$ cat src/rtl/fifo_pkg.sv
// Shared async-FIFO helpers: address width, almost-full default and the
// binary/Gray conversions used by both the write and read controllers.
package fifo_pkg;

  // RAM address width for a power-of-two depth.
  function automatic int calc_addr_width(input int depth);
    return $clog2(depth);
  endfunction

  // Default almost-full threshold: two entries short of full.
  function automatic int af_default(input int depth);
    return depth - 2;
  endfunction

  // Binary to reflected Gray code; callers zero-extend and truncate.
  function automatic logic [31:0] bin2gray(input logic [31:0] bin);
    return bin ^ (bin >> 1);
  endfunction

  // Gray to binary via prefix XOR from the MSB downwards.
  function automatic logic [31:0] gray2bin(input logic [31:0] gray);
    logic [31:0] bin;
    bin = gray;
    for (int s = 1; s < 32; s = s * 2) begin
      bin = bin ^ (bin >> s);
    end
    return bin;
  endfunction

endpackage

$ cat src/rtl/fifo_wr_ctrl_if.sv
// Write-side bundle between the producer/FIFO top and the write controller.
// Handshake: winc is a request that is held only for the cycle it is meant;
// wen in the same cycle is the acknowledge (winc & ~wfull), and the RAM write
// plus pointer advance both happen on the edge that closes that cycle. A
// request seen while wfull is high is dropped and recorded in woverflow.
interface fifo_wr_ctrl_if #(
  parameter int ADDR_WIDTH = 3
);
  logic                  winc;
  logic                  wclr_ovf;
  logic [ADDR_WIDTH:0]   rq2_rptr;
  logic                  wen;
  logic [ADDR_WIDTH-1:0] waddr;
  logic [ADDR_WIDTH:0]   wptr;
  logic                  wfull;
  logic                  walmost_full;
  logic [ADDR_WIDTH:0]   wlevel;
  logic                  woverflow;

  modport master (
    output winc, wclr_ovf, rq2_rptr,
    input  wen, waddr, wptr, wfull, walmost_full, wlevel, woverflow
  );

  modport slave (
    input  winc, wclr_ovf, rq2_rptr,
    output wen, waddr, wptr, wfull, walmost_full, wlevel, woverflow
  );
endinterface

$ cat src/rtl/fifo_gray2bin.sv
// Combinational Gray-to-binary converter: each binary bit is the XOR of all
// Gray bits at and above it.
module fifo_gray2bin #(
  parameter int W = 4
) (
  input  logic [W-1:0] gray_i,
  output logic [W-1:0] bin_o
);

  // Prefix XOR per bit, written without a self-referencing chain.
  for (genvar i = 0; i < W; i++) begin : g_bit
    assign bin_o[i] = ^gray_i[W-1:i];
  end

endmodule

$ cat src/rtl/fifo_wr_ctrl.sv
// Write-domain pointer and flag controller of the async FIFO. Keeps the
// binary write count, drives the RAM write port, publishes a registered Gray
// pointer for the read-domain synchroniser and derives full, almost-full,
// level and sticky overflow from the synchronised read pointer.
module fifo_wr_ctrl
  import fifo_pkg::*;
#(
  parameter int FIFO_DEPTH = 8,
  parameter int ADDR_WIDTH = calc_addr_width(FIFO_DEPTH),
  parameter int AF_THRESH  = af_default(FIFO_DEPTH)
) (
  input  logic           clk,
  input  logic           rst,
  fifo_wr_ctrl_if.slave  bus
);

  localparam int PW = ADDR_WIDTH + 1;
  localparam logic [ADDR_WIDTH:0] AF_T = PW'(AF_THRESH);

  logic [ADDR_WIDTH:0]   wbin_q, wbin_d;
  logic [ADDR_WIDTH:0]   wgray_q, wgray_d;
  logic [ADDR_WIDTH-1:0] waddr_q, waddr_d;
  logic                  wfull_q, wfull_d;
  logic                  waf_q, waf_d;
  logic [ADDR_WIDTH:0]   wlevel_q, wlevel_d;
  logic                  wovf_q, wovf_d;
  logic [ADDR_WIDTH:0]   rbin;
  logic [ADDR_WIDTH:0]   full_match;
  logic                  accept;

  fifo_gray2bin #(.W(PW)) u_rptr_g2b (
    .gray_i (bus.rq2_rptr),
    .bin_o  (rbin)
  );

  // Writes are accepted only against the registered full flag, so a slot
  // freed this cycle cannot be reused until the next one.
  assign accept = bus.winc & ~wfull_q;

  // Full when the next write pointer equals the read pointer with the top two
  // Gray bits inverted (same address, one lap ahead).
  assign full_match = {~bus.rq2_rptr[ADDR_WIDTH:ADDR_WIDTH-1],
                       bus.rq2_rptr[ADDR_WIDTH-2:0]};

  // Next-state for pointers, flags and the sticky overflow bit.
  always_comb begin
    wbin_d   = wbin_q + {{ADDR_WIDTH{1'b0}}, accept};
    wgray_d  = PW'(bin2gray(32'(wbin_d)));
    waddr_d  = wbin_d[ADDR_WIDTH-1:0];
    wfull_d  = (wgray_d == full_match);
    wlevel_d = wbin_d - rbin;
    waf_d    = (wlevel_d >= AF_T);
    wovf_d   = wovf_q;
    if (bus.winc && wfull_q) begin
      wovf_d = 1'b1;
    end else if (bus.wclr_ovf) begin
      wovf_d = 1'b0;
    end
  end

  // State and registered outputs, cleared asynchronously.
  always_ff @(posedge clk or posedge rst) begin
    if (rst) begin
      wbin_q   <= '0;
      wgray_q  <= '0;
      waddr_q  <= '0;
      wfull_q  <= 1'b0;
      waf_q    <= 1'b0;
      wlevel_q <= '0;
      wovf_q   <= 1'b0;
    end else begin
      wbin_q   <= wbin_d;
      wgray_q  <= wgray_d;
      waddr_q  <= waddr_d;
      wfull_q  <= wfull_d;
      waf_q    <= waf_d;
      wlevel_q <= wlevel_d;
      wovf_q   <= wovf_d;
    end
  end

  assign bus.wen          = accept;
  assign bus.waddr        = waddr_q;
  assign bus.wptr         = wgray_q;
  assign bus.wfull        = wfull_q;
  assign bus.walmost_full = waf_q;
  assign bus.wlevel       = wlevel_q;
  assign bus.woverflow    = wovf_q;

endmodule

$ cat src/flat_wrapper.sv
// flat-port wrapper written by rule: the top's interface ports become plain ports
module fifo_wr_ctrl_flat import fifo_pkg::*;
#(
  parameter int FIFO_DEPTH = 8,
  parameter int ADDR_WIDTH = calc_addr_width(FIFO_DEPTH),
  parameter int AF_THRESH  = af_default(FIFO_DEPTH)
)
  (clk, rst, bus_winc, bus_wclr_ovf, bus_rq2_rptr, bus_wen, bus_waddr, bus_wptr, bus_wfull, bus_walmost_full, bus_wlevel, bus_woverflow);
  fifo_wr_ctrl_if #(.ADDR_WIDTH(ADDR_WIDTH)) bus_i ();
  input  logic clk;
  input  logic rst;
  input wire logic [$bits(bus_i.winc)-1:0] bus_winc;
  input wire logic [$bits(bus_i.wclr_ovf)-1:0] bus_wclr_ovf;
  input wire logic [$bits(bus_i.rq2_rptr)-1:0] bus_rq2_rptr;
  output wire logic [$bits(bus_i.wen)-1:0] bus_wen;
  output wire logic [$bits(bus_i.waddr)-1:0] bus_waddr;
  output wire logic [$bits(bus_i.wptr)-1:0] bus_wptr;
  output wire logic [$bits(bus_i.wfull)-1:0] bus_wfull;
  output wire logic [$bits(bus_i.walmost_full)-1:0] bus_walmost_full;
  output wire logic [$bits(bus_i.wlevel)-1:0] bus_wlevel;
  output wire logic [$bits(bus_i.woverflow)-1:0] bus_woverflow;
  assign bus_i.winc = bus_winc;
  assign bus_i.wclr_ovf = bus_wclr_ovf;
  assign bus_i.rq2_rptr = bus_rq2_rptr;
  assign bus_wen = bus_i.wen;
  assign bus_waddr = bus_i.waddr;
  assign bus_wptr = bus_i.wptr;
  assign bus_wfull = bus_i.wfull;
  assign bus_walmost_full = bus_i.walmost_full;
  assign bus_wlevel = bus_i.wlevel;
  assign bus_woverflow = bus_i.woverflow;
  fifo_wr_ctrl #(.FIFO_DEPTH(FIFO_DEPTH), .ADDR_WIDTH(ADDR_WIDTH), .AF_THRESH(AF_THRESH)) u_core (.clk(clk), .rst(rst), .bus(bus_i));
endmodule
$ cat config.mk
export PLATFORM = sky130hd
export DESIGN_NAME = fifo_wr_ctrl_flat
export DESIGN_NICKNAME = d
export VERILOG_FILES = /design/src/rtl/fifo_pkg.sv /design/src/rtl/fifo_wr_ctrl_if.sv /design/src/rtl/fifo_gray2bin.sv /design/src/rtl/fifo_wr_ctrl.sv /design/src/flat_wrapper.sv
export SDC_FILE = /design/constraint.sdc
export NUM_CORES = 1
export LEC_CHECK = 0
export BUFFER_PORTS_ARGS = -buffer_cell sky130_fd_sc_hd__buf_2
export CORE_MARGIN = 2
export CORE_UTILIZATION = 52
export DETAILED_ROUTE_END_ITERATION = 6
export GPL_TIMING_DRIVEN = 0
export PLACE_DENSITY = 0.9
export RECOVER_POWER = 25
export SETUP_SLACK_MARGIN = 0.15
export SLEW_MARGIN = 25
export SYNTH_ARGS = -nofsm -noshare
export SYNTH_HDL_FRONTEND = slang
export SYNTH_SLANG_ARGS = --single-unit
$ cat constraint.sdc
create_clock -name clk -period 4 [get_ports clk]
set_input_delay 0.2 -clock clk [delete_from_list [all_inputs] [get_ports clk]]
set_output_delay 0.2 -clock clk [all_outputs]
set_load 0.03 [all_outputs]
* Word level (Yosys, flattened, before mapping)
Cells that the tools add are included.
Widths: inputs -> output; s select.
** Word-level totals
- Register bits after elaboration :: 18
- Input bits :: 8
- Output and inout port bits :: 15
- Word-level logic and storage cells :: 22
** Cells by class
- Add/subtract/negate cells :: 2
- Order comparisons :: 1
- Equal/unequal tests :: 1
- Multiplexer cells :: 2
- Bitwise logic cells :: 4
- Reduce and logical (&&, ||, !) cells :: 5
** Operator list (count)
- $add 4x1->4 :: 1
- $eq 4x4->1 :: 1
- $ge 4x3->1 const B :: 1
- $reduce_xor 4->1 :: 1
- $sub 4x4->4 :: 1
- $xor 4x3->4 :: 1
- $reduce_xor 3->1 :: 1
- $mux 1 :: 2
- $not 2->2 :: 1
- $reduce_bool 2->1 :: 1
- $reduce_xor 2->1 :: 1
- $and 1x1->1 :: 1
- $logic_and 1x1->1 :: 1
- $not 1->1 :: 1

* Longest topological paths before layout
- Depth in word-level cells :: 5
- Gate-level depth with buffers :: 10
- Depth with buffers taken out :: 10

* By module
From an unflattened synthesis, not the netlist that was laid out.
** Unflattened totals
- Cells, all modules :: 57
- Area total of the unflattened synthesis :: 705.7 sq um
** By module, submodules not included
- fifo_wr_ctrl :: times used 1, cells each 52, area an instance 655.6 sq um, sequential area each 350.3 sq um
- fifo_gray2bin :: times used 1, cells each 5, area an instance 50.0 sq um, sequential area each 0.0 sq um

* Worst setup path before layout
No wires, ideal clock.
- Kind :: flip-flop to flip-flop
- Start point :: register u_core.wfull_q (netlist: u_core.bus.wfull)
- End point :: register u_core.waf_q (netlist: u_core.bus.walmost_full)
- Setup time :: 0.147 ns
- Arrival time :: 2.842 ns
- Path slack :: 1.011 ns
- Cell stages (with the launch flop) :: 11
- Buffers on the path :: 0
- Cell sequence :: dfrtp_1 > nor2b_1 > ha_1 > ha_1 > xnor2_2 > inv_1 > ha_1 > or3b_2 > o22ai_1 > o41ai_1 > o211ai_2
** On the way
- Longest elaborated chain between the ends :: 5
** RTL lines
- start: declaration :: RTL line fifo_wr_ctrl.sv:23 : logic wfull_q, wfull_d;
- start signal: assignment :: RTL line fifo_wr_ctrl.sv:75 : wfull_q <= wfull_d;
- $not 1->1 :: RTL line fifo_wr_ctrl.sv:38 : assign accept = bus.winc & ~wfull_q;
- $and 1x1->1 :: RTL line fifo_wr_ctrl.sv:38
- named net bus_wen :: RTL line flat_wrapper.sv:15 : output wire logic [$bits(bus_i.wen)-1:0] bus_wen;
- $add 4x1->4 :: RTL line fifo_wr_ctrl.sv:47 : wbin_d = wbin_q + {{ADDR_WIDTH{1'b0}}, accept};
- named net u_core.wbin_d[2] :: RTL line fifo_wr_ctrl.sv:20 : logic [ADDR_WIDTH:0] wbin_q, wbin_d;
- $sub 4x4->4 :: RTL line fifo_wr_ctrl.sv:51 : wlevel_d = wbin_d - rbin;
- $ge 4x3->1 :: RTL line fifo_wr_ctrl.sv:52 : waf_d = (wlevel_d >= AF_T);
- named net u_core.waf_d :: RTL line fifo_wr_ctrl.sv:24 : logic waf_q, waf_d;
- end signal: assignment :: RTL line fifo_wr_ctrl.sv:76 : waf_q <= waf_d;
- end: declaration :: RTL line fifo_wr_ctrl.sv:24
The timed path passes the listed nets, and every way through them passes these cells.
A chain may end at the register's enable or synchronous reset.

* Worst setup path after layout
- Start point :: register u_core.wfull_q (netlist: u_core.bus.wfull)
- End point :: register u_core.waf_q (netlist: u_core.bus.walmost_full)
** On the way
- Longest elaborated chain between the ends :: 5
** RTL lines (RTL line)
- $not 1->1 :: fifo_wr_ctrl.sv:38
- $and 1x1->1 :: fifo_wr_ctrl.sv:38
- $add 4x1->4 :: fifo_wr_ctrl.sv:47
- named net u_core.wbin_d[2] :: fifo_wr_ctrl.sv:20
- $sub 4x4->4 :: fifo_wr_ctrl.sv:51
- $ge 4x3->1 :: fifo_wr_ctrl.sv:52
- named net u_core.waf_d :: fifo_wr_ctrl.sv:24
The timed path passes the listed nets, and every way through them passes these cells.

==> results.cfg <==
[setup_path]
cp_slowest_stage_delay_ns = 0.48
arrival_ns = 2.86
crit_type = flop to flop
r2r_setup_slack_ns = 1.27
cpMostUsedCell = ha_1
critPathRequiredTime_ns = 4.13
crit-reg2reg-capture = u_core.bus.walmost_full
end_kind = flop
cp_cell_sequence = nor2b_1 -> ha_1 -> ha_1 -> xnor2_2 -> inv_1 -> ha_1 -> or3b_2 -> o22ai_1 -> o41ai_1 -> o211ai_2
start_kind = flop
cp_max_fo = 5
r2r_start = u_core.bus.wfull
r2r_cells = 10
cp_slowest_cell = o41ai_1

[clocking]
worstSkewPairLatency_ns = 0.28
holdBufCountCts = 1
cts_buffer_depth = 2
clockRootBuffer = clkbuf_4
cts_buffers = 3
htree_levels = 1
post_cts_resized = 0
cts_tree = yes
post_cts_buffers = 0
cts.sinks = 14
path_clk_slew_ns = 0.08

[floorplan]
start_util = 0.569
die-area_um2 = 1760
core.rowCount = 13
fp.dieH_um = 42.0
die_w_um = 42.0
ios = 23
coreArea_um2 = 1320

[routing]
num_vias = 546
dr.pass1.iters = 5
remaining_drc_errors = 0
ant_nets = 0
routed_wl_um = 1310
drt-wirelength-per-cell_um = 12.4
via_per_inst = 5.15
drtIter0Drc = 17

[sta]
worstMarginPinSlew_ns = 0.547
setup_ws_ns = 1.27
setup_viol = 0
finalCritPeriodShare = 0.684
period_minus_slack_ns = 2.73
hold_violations = 0
timing.fmax_ghz = 0.366
max_slew_margin = 0.631
drv_slew = 0
rsz0062_at_grt = no
clock_skew_ns = 0.00657
tns_ns = 0

[status]
outcome = finished clean

[hold_path]
hold_class = input pin to flop
holdCritStartpoint = bus_wclr_ovf
min_to = u_core.bus.woverflow
whs_path_depth = 2

[finish]
utilization = 0.702
final_common_cell = buf_2
nNetsFinal = 105
area_growth_pct = 23.4
drive_above_1_share = 0.352
n_antenna_cell = 0
final_cell_mix = buf_2 (22), dfrtp_1 (14), inv_1 (10), xor2_1 (6)

[synth]
synth_top_area_frac = 0.467
yosysWarnings = 0
ys_ff_latch = 14
ys_types = 25
yosysTopAreaCell = dfrtp_1
netlist_area_um2 = 749
synth-edff-count = 0
synth_ff_type = dfrtp_1
synth.avg_cell_area_um2 = 11.7
synthesis.nets = 77
synth_cells = 64
synthArstFlopShare = 1.00
synth.area.top_cells = dfrtp_1 (47%), ha_1 (8.3%), xor2_1 (7.0%)
yosysSeqAreaShare = 0.467

[grt]
grt_pass1_vias = 508
grt_max_degree = 15
grt_pass1_wl_um = 2080
grt_util_all_layers = 0.158
grt_overflow_total = 0
antenna_found_initial = 0

[place]
pre_cts_slack_ns = 1.29
dpl.hpwl_um = 1020
port_buffers = 22
gp_congestion = 0.754

[job]
maxCapViolCount = 0
-- worst max path at each step --
stage / start / slack (ns) / to
after floorplan: u_core.bus.wfull / 1.01 / u_core.bus.walmost_full
after global placement: bus_winc / 1.36 / u_core.bus.walmost_full
after detailed placement: bus_winc / 1.29 / u_core.bus.walmost_full
after CTS: u_core.bus.wfull / 1.28 / u_core.bus.walmost_full
after global routing: u_core.bus.wfull / 1.11 / u_core.bus.walmost_full
final: u_core.bus.wfull / 1.27 / u_core.bus.walmost_full
-- routing by layer --
layer | share of wire | GRT usage | up-vias
li1 | - | - | 268
met1 | 0.43 | 0.176 | 258
met2 | 0.52 | 0.272 | 18
met3 | 0.036 | 0.0304 | 2
met4 | 0.0099 | 0.0968 | 0
met5 | 0 | 0 | -
-- layout make-up --
class,count,area (um2)
fill,91,393
multi-input combinational,39,358
sequential,14,350
timing repair buffer,23,120
inverter,10,37.5
clock buffer,4,36.3
tap,15,18.8
buffer,1,3.75
-- cells in the mapped netlist (3+ instances only) --
library cell and n:
ha_1 5, xor2_1 6, inv_1 10, dfrtp_1 14, xnor2_1 5, nand3_1 3
nand2_1 3
-- through the flow --
step                instance area [um2]  std cells  hold WS, ns
floorplan                           749         64       0.0892
global placement                    878        101        0.244
detailed placement                  878        101        0.258
CTS                                 925        106       0.0997
global route                        925        106        0.103
finish                              925        106        0.107
-- registers in the layout (all words and copies together) (netlist names) --
| register | flops |
|---|---|
| u_core.bus.wptr | 3 |
| u_core.bus.wfull | 1 |
| u_core.wbin_q | 4 |
| u_core.bus.woverflow | 1 |
| u_core.bus.walmost_full | 1 |
| u_core.bus.wlevel | 4 |
-- logic make-up (layout without fill, tap and decap cells) --
kind of cell / Yosys count / after routing / share of synthesized area
xor+xnor: 14 / 14 / 0.212
flops: 14 / 14 / 0.467
simple gates: 11 / 11 / 0.0801
buf+inv: 11 / 38 / 0.0551
compound gates: 8 / 8 / 0.0868
fa+ha+maj: 6 / 6 / 0.0985
-- critical path: cells and delay by family (launching register included) --
| kind | cells | cell delay [ns] |
|---|---|---|
| adder cells (fa/ha/maj) | 3 | 0.78 |
| AO/OA/AOI/OAI | 3 | 0.70 |
| flip-flops | 1 | 0.36 |
| XOR/XNOR | 1 | 0.35 |
| AND/OR/NAND/NOR | 2 | 0.28 |
| buffers and inverters | 1 | 0.11 |
Power is left out: the tool's default activity adds up to more than one toggle a clock period on the data nets, which glitch-free logic cannot reach.
